===== src/rtl/mda_vidout_pkg.sv =====
// Shared types for the MDA video output conditioner: lock FSM states,
// the pipelined video/sync bundle and the line counter width.
package mda_vidout_pkg;

  localparam int unsigned LINE_CNT_W = 10;

  typedef enum logic [1:0] {
    SEARCH,
    ACQUIRE,
    LOCKED
  } lock_state_e;

  typedef struct packed {
    logic hs;
    logic vs;
    logic vid;
    logic inten;
    logic de;
  } vid_bus_t;

endpackage


===== src/rtl/mda_edge_det.sv =====
// Registered rising-edge detector: one-clock strobe, one clock after the
// input rises.
module mda_edge_det
  import mda_vidout_pkg::*;
(
  input  logic clk,
  input  logic reset,
  input  logic sig_in,
  output logic strobe_out
);

  logic prev_q, prev_d;
  logic strobe_q, strobe_d;

  always_comb begin
    prev_d   = sig_in;
    strobe_d = sig_in & ~prev_q;
  end

  always_ff @(posedge clk) begin
    if (reset) begin
      prev_q   <= 1'b0;
      strobe_q <= 1'b0;
    end else begin
      prev_q   <= prev_d;
      strobe_q <= strobe_d;
    end
  end

  assign strobe_out = strobe_q;

endmodule


===== src/rtl/mda_vidout.sv =====
// MDA monitor output stage: equal-delay pipeline, hsync watchdog, sync lock FSM.
// Line counting / frame-length check is built only with MDA_VIDOUT_LINECOUNT_EN.
module mda_vidout
  import mda_vidout_pkg::*;
#(
  parameter int unsigned PIPE_DELAY = 2,
  parameter int unsigned HS_TIMEOUT = 2047,
  parameter int unsigned MIN_LINES  = 300,
  parameter int unsigned MAX_LINES  = 600
) (
  input  logic                  clk,
  input  logic                  reset,
  input  logic                  hsync_in,
  input  logic                  vsync_in,
  input  logic                  video_in,
  input  logic                  intensity_in,
  input  logic                  display_enable_in,
  output logic                  hsync_out,
  output logic                  vsync_out,
  output logic                  video_out,
  output logic                  intensity_out,
  output logic [LINE_CNT_W-1:0] lines_per_frame,
  output logic                  sync_lost
);

  localparam int unsigned EARLY_N = (PIPE_DELAY > 1) ? PIPE_DELAY - 1 : 1;
  localparam int unsigned WD_W    = $clog2(HS_TIMEOUT + 1);
  localparam logic [WD_W-1:0] WD_MAX = WD_W'(HS_TIMEOUT);

  vid_bus_t    raw, tap;
  vid_bus_t    early_q [EARLY_N];
  vid_bus_t    early_d [EARLY_N];
  logic        hs_out_q, vs_out_q, vid_out_q, int_out_q;
  logic        hs_out_d, vs_out_d, vid_out_d, int_out_d;
  logic        hs_stb, vs_stb;
  logic [WD_W-1:0] wd_q, wd_d;
  logic        timeout;
  logic        frame_ok;
  lock_state_e state_q, state_d;
  logic        sync_lost_q, sync_lost_d;

  mda_edge_det u_hs_edge (.clk(clk), .reset(reset), .sig_in(hsync_in), .strobe_out(hs_stb));
  mda_edge_det u_vs_edge (.clk(clk), .reset(reset), .sig_in(vsync_in), .strobe_out(vs_stb));

  // The last stage is the blanking register, so gating adds no latency and
  // uses the next lock state to blank on the same edge sync_lost rises.
  always_comb begin
    raw.hs    = hsync_in;
    raw.vs    = vsync_in;
    raw.vid   = video_in;
    raw.inten = intensity_in;
    raw.de    = display_enable_in;
    early_d[0] = raw;
    for (int unsigned i = 1; i < EARLY_N; i++) early_d[i] = early_q[i-1];
    tap = (PIPE_DELAY > 1) ? early_q[EARLY_N-1] : raw;
    hs_out_d  = tap.hs;
    vs_out_d  = tap.vs;
    vid_out_d = tap.vid   & tap.de & ~sync_lost_d;
    int_out_d = tap.inten & tap.de & ~sync_lost_d;
  end

  always_comb begin
    if (hs_stb)            wd_d = '0;
    else if (wd_q == WD_MAX) wd_d = wd_q;
    else                   wd_d = wd_q + WD_W'(1);
    timeout = (wd_d == WD_MAX);
  end

`ifdef MDA_VIDOUT_LINECOUNT_EN
  logic [LINE_CNT_W-1:0] line_cnt_q, line_cnt_d, lpf_q, lpf_d;

  // A coincident hsync strobe belongs to the new frame, not the latched one.
  always_comb begin
    line_cnt_d = line_cnt_q;
    lpf_d      = lpf_q;
    if (vs_stb) begin
      lpf_d      = line_cnt_q;
      line_cnt_d = hs_stb ? LINE_CNT_W'(1) : '0;
    end else if (hs_stb && line_cnt_q != '1) begin
      line_cnt_d = line_cnt_q + LINE_CNT_W'(1);
    end
    frame_ok = (32'(line_cnt_q) >= MIN_LINES) && (32'(line_cnt_q) <= MAX_LINES);
  end

  always_ff @(posedge clk) begin
    if (reset) begin
      line_cnt_q <= '0;
      lpf_q      <= '0;
    end else begin
      line_cnt_q <= line_cnt_d;
      lpf_q      <= lpf_d;
    end
  end

  assign lines_per_frame = lpf_q;
`else
  assign frame_ok        = 1'b1;
  assign lines_per_frame = '0;
`endif

  always_comb begin
    state_d = state_q;
    if (timeout) begin
      state_d = SEARCH;
    end else if (vs_stb) begin
      case (state_q)
        SEARCH:  state_d = ACQUIRE;
        ACQUIRE: state_d = frame_ok ? LOCKED : SEARCH;
        LOCKED:  state_d = frame_ok ? LOCKED : SEARCH;
        default: state_d = SEARCH;
      endcase
    end
    sync_lost_d = (state_d != LOCKED);
  end

  always_ff @(posedge clk) begin
    if (reset) begin
      for (int unsigned i = 0; i < EARLY_N; i++) early_q[i] <= '0;
      hs_out_q    <= 1'b0;
      vs_out_q    <= 1'b0;
      vid_out_q   <= 1'b0;
      int_out_q   <= 1'b0;
      wd_q        <= '0;
      state_q     <= SEARCH;
      sync_lost_q <= 1'b1;
    end else begin
      for (int unsigned i = 0; i < EARLY_N; i++) early_q[i] <= early_d[i];
      hs_out_q    <= hs_out_d;
      vs_out_q    <= vs_out_d;
      vid_out_q   <= vid_out_d;
      int_out_q   <= int_out_d;
      wd_q        <= wd_d;
      state_q     <= state_d;
      sync_lost_q <= sync_lost_d;
    end
  end

  assign hsync_out     = hs_out_q;
  assign vsync_out     = vs_out_q;
  assign video_out     = vid_out_q;
  assign intensity_out = int_out_q;
  assign sync_lost     = sync_lost_q;

endmodule


===== config.mk =====
export PLATFORM = sky130hd
export DESIGN_NAME = mda_vidout
export DESIGN_NICKNAME = d
export VERILOG_FILES = /design/src/rtl/mda_vidout_pkg.sv /design/src/rtl/mda_edge_det.sv /design/src/rtl/mda_vidout.sv
export SDC_FILE = /design/constraint.sdc
export NUM_CORES = 1
export LEC_CHECK = 0
export ABC_CLOCK_PERIOD_IN_PS = 6590
export CORE_MARGIN = 2
export CORE_UTILIZATION = 54
export CTS_CLUSTER_SIZE = 40
export DETAILED_ROUTE_END_ITERATION = 10
export PLACE_DENSITY = 0.92
export SETUP_SLACK_MARGIN = 0.4
export SYNTH_ARGS = -nofsm -noshare
export SYNTH_HDL_FRONTEND = slang
export SYNTH_SLANG_ARGS = --single-unit

===== constraint.sdc =====
create_clock -name clk -period 6.59 [get_ports clk]
set_input_delay 0.659 -clock clk [delete_from_list [all_inputs] [get_ports clk]]
set_output_delay 0.659 -clock clk [all_outputs]
set_load 0.1 [all_outputs]

# Word-level counts from Yosys, hierarchy flattened
# Memory sizes are Yosys's and may differ from the RTL's.
# Index checks and enable logic that the tools add are counted.
[op_classes]
add_sub_neg = 1
eq_ne = 5
n_mux = 10
bitwise = 9
reduce_logical = 3
[op_table]
columns = ["cell", "n"]
rows = [
  ["equality test 11 bit (second input constant)", 2],
  ["two-way mux 11 bit", 2],
  ["adder 11 x 1 -> 11 bit (second input constant)", 1],
  ["AND 1 bit", 6],
  ["two-way mux 5 bit", 1],
  ["OR reduction 5 bit", 1],
  ["two-way mux 1 bit", 4],
  ["two-way mux 2 bit", 2],
  ["one-hot mux 2 bit (2 select lines)", 1],
  ["inverter 1 bit", 3],
  ["equality test 2 x 1 -> 1 bit (second input constant)", 1],
  ["equality test 2 bit (second input constant)", 1],
  ["zero test 2 bit", 1],
  ["inequality test 2 bit (second input constant)", 1],
  ["OR reduction 2 bit", 1],
]
[word_totals]
ff_bits = 22
mem_bits_rw = 5
inputBits = 7
output_inout_bits = 15
elab_cells = 40
mem_count = 1
[mem_list]
columns = ["memory", "words", "word_bits", "rd", "rd_ports_with_merged_regs", "write_ports", "line", "rtl"]
rows = [
  ["early_q", 1, 5, 1, 0, 1, "mda_vidout.sv:31", "vid_bus_t early_q [EARLY_N];"],
]

# Logic depth before layout (Yosys ltp)
# Gate-level depths: netlist of run 1.
[depth]
ltp_word = 8
mapped_depth = 8
depth_no_buf = 7

# By module
# Synthesis of run 1 repeated with hierarchy kept, for this count alone.
[unflattened]
cells_unflattened = 120
area_unflattened_um2 = 1189.9
[modules_own_cells]
columns = ["module", "instances", "cells_per_inst", "area_per_inst_um2", "seq_area_each_um2"]
rows = [
  ["mda_vidout", 1, 112, 1072.3, 460.4],
  ["mda_edge_det", 2, 4, 58.8, 40.0],
]

# Worst setup path after synthesis of run 1
# Ideal clock, no wire load.
[synth_timing]
path_kind = "register -> register"
from = "reg wd_q[1]"
to = "reg int_out_q, in the netlist intensity_out"
setup_time_ns = 0.133
arrival_ns = 1.932
required_time_ns = 6.457
path_slack_ns = 4.525
stages_incl_launch_ff = 9
n_path_buf = 1
period_less_slack_ns = 2.065
path_cell_list = "dfxtp_1 ha_1 clkbuf_2 nand3_1 o21ai_0 mux2i_1 or4_1 a211oi_2 nor4_1"
[synth_via]
elab_chain_cells = 8
elab_cells_between_ends = 9
classes_between = "1 x add/sub; 3 x eq/ne; 3 x mux; 2 x bitwise"
[synth_lines]
columns = ["item", "line", "rtl"]
rows = [
  ["start: declaration", "mda_vidout.sv:36", "logic [WD_W-1:0] wd_q, wd_d;"],
  ["start signal: assignment", "mda_vidout.sv:132", "wd_q <= wd_d;"],
  ["adder 11 x 1 -> 11 bit / equality test 11 bit (equally long branches)", "mda_vidout.sv:65, mda_vidout.sv:64", ""],
  ["two-way mux 11 bit *", "mda_vidout.sv:64", "else if (wd_q == WD_MAX) wd_d = wd_q;"],
  ["two-way mux 11 bit *", "mda_vidout.sv:63", "if (hs_stb) wd_d = '0;"],
  ["equality test 11 bit *", "mda_vidout.sv:66", "timeout = (wd_d == WD_MAX);"],
  ["two-way mux 2 bit *", "mda_vidout.sv:103", "if (timeout) begin"],
  ["inequality test 2 bit *", "mda_vidout.sv:113", "sync_lost_d = (state_d != LOCKED);"],
  ["inverter 1 bit *", "mda_vidout.sv:59", "int_out_d = tap.inten & tap.de & ~sync_lost_d;"],
  ["AND 1 bit *", "mda_vidout.sv:59", ""],
  ["end signal: assignment", "mda_vidout.sv:131", "int_out_q <= int_out_d;"],
  ["end: declaration", "mda_vidout.sv:33", "logic hs_out_q, vs_out_q, vid_out_q, int_out_q;"],
]
# Every way passes the cells marked *; elsewhere a longest branch is shown, timed or not.
# A chain may end at the register's enable or synchronous reset.

# Worst setup path after layout of run 1
[layout_timing]
from = "reg vid_out_q, in the netlist video_out"
to = "out video_out"
[layout_lines]
columns = ["item", "line", "rtl"]
rows = [
  ["start: declaration", "mda_vidout.sv:33", ""],
  ["start signal: assignment", "mda_vidout.sv:130", "vid_out_q <= vid_out_d;"],
  ["end: declaration", "mda_vidout.sv:20", "output logic video_out,"],
]
# No word-level cell between the ends.

==> flow_metrics.env, run 1 <==
export IMPL_n_antenna_cell=0
export IMPL_rsz0062_at_grt="no"
export IMPL_cp_slowest_cell="clkdlybuf4s50_1"
export IMPL_rows=16
export IMPL_synth_main_ff_cell="dfxtp_1"
export IMPL_cp_cell_sequence="clkdlybuf4s50_1"
export IMPL_tightest_slew_ps=969
export IMPL_coreArea_um2=1980
export IMPL_synth_seq_cells=25
export IMPL_die_area_um2=2530
export IMPL_fillCellCount=166
export IMPL_yosys_area_top_type_share=0.433
export IMPL_holdWs_ps=427
export IMPL_die_w_um=50.3
export IMPL_wl_per_cell_um=11.6
export IMPL_cts_tree="yes"
export IMPL_die_h_um=50.3
export IMPL_antenna_found_initial=0
export IMPL_cp_required_ps=5930
export IMPL_syn_area_per_cell_um2=8.89
export IMPL_dp_hpwl_um=1440
export IMPL_track_usage=0.159
export IMPL_numPortBuffers=11
export IMPL_timing_final_crit_share=0.371
export IMPL_fmax_ghz=0.409
export IMPL_path_class="reg2out"
export IMPL_fin_tns_setup_ps=0
export IMPL_critPathCaptureType="output port"
export IMPL_drive_gt1_frac=0.0863
export IMPL_crit_arrival_ps=1780
export IMPL_cap_violations=0
export IMPL_ys_seq_area_frac=0.433
export IMPL_peakVddDrop_mv=0.154
export IMPL_cellPowerDensity_nw_per_um2=219
export IMPL_critPathTopFamily="buffers and inverters"
export IMPL_fin_skew_ps=2.84
export IMPL_crit_path_max_incr_delay_ps=1130
export IMPL_crit_fanout=1
export IMPL_finalWeightedCongestion=0.867
export IMPL_post_cts_buffers=0
export IMPL_synthArstFlopShare=0
export IMPL_yosys_top_cells_area="dfxtp_1 (43%), buf_4 (7.1%), mux2i_1 (5.2%)"
export IMPL_vias_per_cell=5.48
export IMPL_drtIter0Drc=24
export IMPL_ant_nets=0
export IMPL_worstSetupStartpointType="register"
export IMPL_grt_pass1_wl_um=3080
export IMPL_clk_path_buf_depth=2
export IMPL_grt_overflow_total=0
export IMPL_yosysWarnings=0
export IMPL_num_nets_final=149
export IMPL_biggestRegsByFlops="wd_q: 11 flops, early_q: 4 flops, state_q: 2 flops"
export IMPL_post_cts_resize_count=0
export IMPL_num_vias=910
export IMPL_cts_max_level=1
export IMPL_hold_path_class="reg2reg"
export IMPL_pin_count=22
export IMPL_start_util=0.583
export IMPL_status="complete, no violations"
export IMPL_clk_latency_ps=320
export IMPL_hold_violations=0
export IMPL_areaGrowthSynthToFinish_pct=9.31
export IMPL_min_period_ps=2440
export IMPL_drc=0
export IMPL_path_clk_slew_ps=130
export IMPL_largest_reg_flops=11
export IMPL_drt_pass1_iter_count=4
export IMPL_grt_pass1_vias=776
export IMPL_drv_slew=0
export IMPL_r2r_slack_ps=4190
export IMPL_cts_sinks=25
export IMPL_path_buf_inv=1
export IMPL_slew_headroom=0.352
export IMPL_largest_register="wd_q"
export IMPL_cts_buffers=3
export IMPL_p_leak_nw=0.480
export IMPL_wirelength_um=1920
export IMPL_grt_max_degree=16
export IMPL_hold_buffers=0
export IMPL_synthesis_area_um2=1160
export IMPL_synth_edff_count=0
export IMPL_postSynthCellCount=130
export IMPL_clockRootBuffer="clkbuf_4"
export IMPL_yosys_area_top_type="dfxtp_1"
export IMPL_setup_viol=0
export IMPL_ys_types=37
[logic make-up after synthesis]
group,count (synthesis),synth area share
adder cells (fa/ha/maj),2,0.0216
AND/OR/NAND/NOR,63,0.293
flip-flops,25,0.433
other,1,0.00324
buffers and inverters,18,0.0963
AO/OA/AOI/OAI,12,0.0779
XOR/XNOR,3,0.0227
multiplexers,6,0.0520
[layer usage]
layer / global-route usage / vias up / routed length, um
met1: 0.186 / 410 / 813
met2: 0.270 / 44 / 935
li1: - / 452 / -
met4: 0.0787 / 0 / 27
met3: 0.0387 / 4 / 140
met5: 0 / - / 0
[layout make-up]
class	instances	area [um^2]	area share
well taps	27	33.8	0.0267
clock inverters	1	7.51	0.00594
flip-flops and latches	25	500	0.396
repair buffers	11	110	0.0871
multi-input cells	96	578	0.457
clock buffers	3	22.5	0.0178
inverters	3	11.3	0.00891
[synth_stat cells (2+ instances only)]
cell and instances:
xnor2_1 2, nor2_1 15, nor2b_1 9, o21ai_0 2
nand4_1 5, clkbuf_1 2, ha_1 2, nand2_1 10
nand3_1 2, nor3_1 6, mux2i_1 6, dfxtp_1 25
and3_1 3, buf_4 11, nor4_1 2, nor3b_1 3
a21oi_1 3, inv_1 3
[report_power, final]
| part | internal (mW) | switching, mW | total, mW |
|---|---|---|---|
| clock network | 0.0232 | 0.0459 | 0.0692 |
| logic | 0.00994 | 0.0366 | 0.0466 |
| registers | 0.156 | 0.00467 | 0.161 |
| total | 0.189 | 0.0872 | 0.276 |
[through the flow]
stage	power [mW]	area [um^2]	worst slack [ps]	cells	util
final	0.276	1260	4150	166	0.638
after detailed placement	0.210	1230	4230	162	0.622
after global routing	0.286	1260	4060	166	0.638
after CTS	0.278	1260	4130	166	0.638
after global placement	0.209	1230	4350	162	0.622
after floorplan	0.208	1190	4520	139	-
[cell usage in the layout (no fill, tap or decap), types with 5 or more instances in the layout]
master | synthesis | routed
nor3_1 | 6 | 6
nor2b_1 | 9 | 9
clkdlybuf4s50_1 | 0 | 11
nor2_1 | 15 | 15
nand4_1 | 5 | 5
conb_1 | 1 | 10
nand2_1 | 10 | 10
dfxtp_1 | 25 | 25
mux2i_1 | 6 | 6
[worst paths after layout]
kind	depth (start not counted)	start	to
worst max-delay path	1	video_out	video_out
worst min-delay path	1	u_hs_edge.prev_q	u_hs_edge.strobe_out
worst max register to register	7	wd_q[0]	intensity_out
worst min register to register	1	u_hs_edge.prev_q	u_hs_edge.strobe_out
Power figures use the tool's default switching activity.
==> run 2, diff against run 1 <==
Settings changed: ABC_CLOCK_PERIOD_IN_PS 6590 to 2100, CORE_UTILIZATION 54 to 45, PLACE_DENSITY 0.92 to 0.83.
Clock period 6.59 ns to 2.1 ns, I/O delays scaled along.
==> run 2 against run 1 <==
Die area grew 18%. Clock-buffer cell count did not move. Sequential share of layout area fell by 3.8 points. Clock power rose to 3.3 times the previous value. Sequential cell count stayed put. Wire length is 25% higher. Sequential power increased to 3.1 times the previous value. Final cell count up 13%. Utilization shrank 4.3 points.
==> flow_metrics.env, run 2 (synthesis gave the netlist of run 1 again) <==
export IMPL_crit_fanout=5
export IMPL_fmax_ghz=0.531
export IMPL_timing_final_crit_share=0.897
export IMPL_n_antenna_cell=0
export IMPL_grt_max_degree=16
export IMPL_worstSetupStartpointType="register"
export IMPL_clockRootBuffer="clkbuf_4"
export IMPL_wl_per_cell_um=12.8
export IMPL_cellPowerDensity_nw_per_um2=617
export IMPL_path_clk_slew_ps=140
export IMPL_numPortBuffers=11
export IMPL_clk_latency_ps=330
export IMPL_path_class="reg2reg"
export IMPL_peakVddDrop_mv=0.544
export IMPL_hold_start="video_in"
export IMPL_reg2reg_from="wd_q[2]"
export IMPL_rows=18
export IMPL_clock_power_share=0.257
export IMPL_clk_path_buf_depth=2
export IMPL_pin_count=22
export IMPL_die_h_um=54.7
export IMPL_critPathCaptureType="register"
export IMPL_ant_nets=0
export IMPL_power_mw=0.899
export IMPL_fin_util=0.594
export IMPL_drtIter0Drc=25
export IMPL_drive_gt1_frac=0.318
export IMPL_final_cell_mix="buf_4 (23), nor2_1 (15), dfxtp_1 (15)"
export IMPL_p_int_mw=0.606
export IMPL_crit_path_max_incr_delay_ps=450
export IMPL_rsz0062_at_grt="yes"
export IMPL_grt_pass1_wl_um=3770
export IMPL_switchingPower_mw=0.293
export IMPL_grt_overflow_total=0
export IMPL_cp_slowest_cell="or4_4"
export IMPL_setup_viol=0
export IMPL_cap_violations=0
export IMPL_min_to="early_q[0][2]"
export IMPL_dp_hpwl_um=1580
export IMPL_r2r_slack_ps=220
export IMPL_crit_arrival_ps=2170
export IMPL_finalWeightedCongestion=0.953
export IMPL_grt_pass1_vias=926
export IMPL_holdWs_ps=412
export IMPL_r2r_cells=7
export IMPL_biggestRegsByFlops="wd_q: 11 flops, early_q: 4 flops, state_q: 2 flops"
export IMPL_die_w_um=54.7
export IMPL_coreArea_um2=2450
export IMPL_fin_skew_ps=2.35
export IMPL_cp_required_ps=2390
export IMPL_p_leak_nw=0.588
export IMPL_largest_register="wd_q"
export IMPL_cts_max_level=1
export IMPL_holdPathStages=2
export IMPL_wirelength_um=2400
export IMPL_min_period_ps=1880
export IMPL_hold_path_class="in2reg"
export IMPL_largest_reg_flops=11
export IMPL_cp_cell_sequence="buf_4 -> and3_2 -> a31o_2 -> nand4_1 -> or4_4 -> a211oi_4 -> or3_1"
export IMPL_drc=0
export IMPL_placed_cell_area_um2=1300
export IMPL_die_area_um2=2990
export IMPL_num_vias=990
export IMPL_stdcell_area_um2=1460
export IMPL_track_usage=0.174
export IMPL_cts_tree="yes"
export IMPL_swShare=0.326
export IMPL_cts_sinks=25
export IMPL_areaGrowthSynthToFinish_pct=26.2
export IMPL_hold_violations=0
export IMPL_num_nets_final=167
export IMPL_cts_buffers=3
export IMPL_share_comb_of_total_power=0.190
export IMPL_reg2reg_to="sync_lost"
export IMPL_drv_slew=0
export IMPL_antenna_found_initial=0
export IMPL_status="complete, no violations"
export IMPL_vias_per_cell=5.29
export IMPL_drt_pass1_iter_count=4
export IMPL_start_util=0.471
export IMPL_fillCellCount=203
export IMPL_final_common_cell="buf_4"
export IMPL_fin_tns_setup_ps=0
export IMPL_pwr_share_seq=0.553
[run 2: changes by cell type in the layout (fill, tap and decap cells not counted), sizes merged]
| cell | delta |
|---|---|
| clkdlybuf4s50 | -5 |
| clkinvlp | -1 |
| inv | +1 |
| buf | +23 |
[run 2: power groups by stage]
stage               Clock, mW  Sequential [mW]  Combinational (mW)
finish                  0.231            0.497               0.171
global route            0.246            0.499               0.181
CTS                     0.227            0.497               0.168
detailed placement          0            0.513               0.157
global placement            0            0.512               0.154
floorplan                   0            0.524               0.133
[run 2: worst max path at each step]
| stage | startpoint | cells after the start | endpoint |
|---|---|---|---|
| 4_1_cts | wd_q[4] | 6 | state_q[0] |
| 3_3_place_gp | wd_q[2] | 6 | sync_lost |
| 2_1_floorplan | wd_q[1] | 8 | intensity_out |
| 6_report | wd_q[2] | 7 | sync_lost |
| 5_1_grt | wd_q[9] | 6 | sync_lost |
| 3_5_place_dp | wd_q[6] | 6 | state_q[0] |
[run 2: metrics by stage]
stage | setup WS [ps] | std cells
6_report | 216 | 187
5_1_grt | 128 | 187
2_1_floorplan | 262 | 139
4_1_cts | 178 | 184
3_3_place_gp | 165 | 169
3_5_place_dp | 103 | 169
[run 2: timing repair]
action,CTS,global route
endpoints found under the setup margin,5,7
hold buffers,0,0
pin swaps,4,1
gates resized for setup,10,1
buffers inserted,11,3
[run 2: critical path: cells and delay by family (launching register included)]
kind / cells / cell delay (ps)
and+or+nand+nor: 4 / 910
AOI/OAI and AO/OA: 2 / 420
DFF: 1 / 380
buffers and inverters: 1 / 140
[run 2: metal layers]
metal	up-vias	GRT usage	wire length (um)
met5	-	0	0
met1	461	0.215	998
li1	481	-	-
met3	8	0.0164	102
met4	0	0.0958	58
met2	40	0.294	1240
[run 2: cell type report]
type	count	area, um^2	area share
clock buffers	3	22.5	0.0154
clock inverters	1	6.26	0.00429
inverters	3	11.3	0.00772
multi-input cells	96	626	0.429
flip-flops and latches	25	523	0.358
well taps	30	37.5	0.0257
repair buffers	29	233	0.160
==> run 3, diff against run 2 <==
Settings changed: CORE_UTILIZATION 45 to 48, CTS_BUF_LIST set to sky130_fd_sc_hd__clkbuf_2, PLACE_DENSITY 0.83 to 0.88.
==> run 3 against run 2 <==
Utilization increased by 3.7 points. Clock power decreased by 21%. Worst setup slack got worse by 80 ps. Global-route usage increased by 0.60 points. Final cell count decreased by 3.7%. Combinational power decreased by 4%. Clock skew increased by 2.0 ps. Sequential cell count unchanged. Sequential share of layout area increased by 0.97 points. First-iteration DRC count decreased by 16%. Sequential power about the same. Critical path depth decreased by 1.
==> flow_metrics.env, run 3 (synthesis gave the netlist of run 1 again) <==
export IMPL_worstSetupEndpoint="sync_lost"
export IMPL_worst_slack_ps=136
export IMPL_die_area_um2=2820
export IMPL_regArea_um2=524
export IMPL_die_h_um=53.1
export IMPL_cts_max_level=1
export IMPL_final_cells=180
export IMPL_drc=0
export IMPL_final_cell_mix="buf_4 (18), dfxtp_1 (16), nor2_1 (15)"
export IMPL_vias_per_cell=5.30
export IMPL_final_common_cell="buf_4"
export IMPL_critPathCaptureType="register"
export IMPL_grt_max_degree=14
export IMPL_crit_fanout=5
export IMPL_status="complete, no violations"
export IMPL_fmax_ghz=0.509
export IMPL_dp_hpwl_um=1650
export IMPL_drv_slew=0
export IMPL_clk_path_buf_depth=2
export IMPL_grt_overflow_total=0
export IMPL_num_vias=954
export IMPL_num_nets_final=162
export IMPL_track_usage=0.180
export IMPL_reg2reg_to="sync_lost"
export IMPL_drt_pass1_iter_count=4
export IMPL_finalWeightedCongestion=0.956
export IMPL_cts_buffers=3
export IMPL_pre_cts_ws_ps=88.7
export IMPL_drtIter0Drc=21
export IMPL_crit_arrival_ps=2250
export IMPL_start_util=0.513
export IMPL_top_layer_used="met4"
export IMPL_pwr_share_seq=0.590
export IMPL_r2r_cells=6
export IMPL_clk_latency_ps=330
export IMPL_rsz0062_at_grt="yes"
export IMPL_wl_per_cell_um=13.0
export IMPL_ant_nets=0
export IMPL_biggestRegsByFlops="wd_q: 11 flops, early_q: 4 flops, state_q: 2 flops"
export IMPL_rows=17
export IMPL_fin_skew_ps=4.31
export IMPL_peakVddDrop_mv=0.483
export IMPL_hold_path_class="in2reg"
export IMPL_timing_final_crit_share=0.935
export IMPL_met2WireLength_um=1220
export IMPL_coreArea_um2=2250
export IMPL_cap_violations=0
export IMPL_worstSetupStartpointType="register"
export IMPL_holdPathStages=2
export IMPL_wirelength_um=2330
export IMPL_largest_reg_flops=11
export IMPL_p_leak_nw=0.558
export IMPL_grt_pass1_wl_um=3740
export IMPL_areaGrowthSynthToFinish_pct=23.2
export IMPL_drive_gt1_frac=0.309
export IMPL_pin_count=22
export IMPL_clock_power_share=0.215
export IMPL_share_comb_of_total_power=0.195
export IMPL_cts_tree="yes"
export IMPL_switchingPower_mw=0.266
export IMPL_n_antenna_cell=0
export IMPL_reg2reg_from="wd_q[4]"
export IMPL_path_clk_slew_ps=210
export IMPL_largest_register="wd_q"
export IMPL_path_class="reg2reg"
export IMPL_cp_required_ps=2390
export IMPL_fin_tns_setup_ps=0
export IMPL_clockRootBuffer="clkbuf_2"
export IMPL_p_int_mw=0.579
export IMPL_placed_cell_area_um2=1320
export IMPL_numPortBuffers=11
export IMPL_hold_violations=0
export IMPL_r2r_slack_ps=140
export IMPL_cts_sinks=25
export IMPL_die_w_um=53.1
export IMPL_antenna_found_initial=0
export IMPL_crit_start="wd_q[4]"
export IMPL_grt_pass1_vias=915
export IMPL_place_inst=170
export IMPL_min_period_ps=1960
export IMPL_wl_met3_um=91
export IMPL_swShare=0.315
export IMPL_stdcell_area_um2=1420
export IMPL_setup_viol=0
export IMPL_multi_input_area_um2=638
export IMPL_fillCellCount=206
export IMPL_cellPowerDensity_nw_per_um2=593
export IMPL_wl_met1_um=1010
## run 3: per-layer routing
metal / vias up / GRT usage
met5: - / 0
met4: 0 / 0.0513
met3: 2 / 0.0339
met2: 29 / 0.335
met1: 450 / 0.206
li1: 473 / -
## run 3: worst max-delay path, cell delays in order, from the launching register on
cell,delay (ps)
dfxtp_4,390
and4_4,270
nand4_1,120
mux2i_1,170
or4_4,540
a211oi_4,270
or3_1,150
## run 3: cell type report
| type | count | share of cell area |
|---|---|---|
| multi-input cells | 96 | 0.448 |
| flip-flops and latches | 25 | 0.368 |
| repair buffers | 24 | 0.137 |
| well taps | 28 | 0.0246 |
| clock buffers | 4 | 0.0141 |
| inverters | 3 | 0.00791 |
## run 3: power by group through the flow
stage	combinational, mW	sequential [mW]	clock [mW]
3_3_place_gp	0.151	0.513	0
5_1_grt	0.174	0.501	0.211
2_1_floorplan	0.133	0.524	0
6_report	0.165	0.498	0.182
4_1_cts	0.156	0.502	0.193
3_5_place_dp	0.154	0.514	0
## run 3: repair_timing
action,CTS,global route
buffers inserted,2,4
hold buffers,0,0
endpoints found under the setup margin,5,6
gates resized for setup,6,8
pin swaps,3,3
## run 3: worst min-delay path by stage
stage	startpoint	to	slack, ps
global placement	u_hs_edge.prev_q	u_hs_edge.strobe_out	390
floorplan	reset	early_q[0][3]	290
CTS	video_in	early_q[0][2]	390
detailed placement	early_q[0][3]	u_vs_edge.strobe_out	400
finish	video_in	early_q[0][2]	400
global route	intensity_in	early_q[0][1]	370
## run 3: metrics by stage
step	utilization	hold WS (ps)	power, mW
after CTS	0.607	390	0.851
after detailed placement	0.584	404	0.668
after global routing	0.632	372	0.886
final	0.632	403	0.845
after global placement	0.584	390	0.664
after floorplan	-	289	0.657
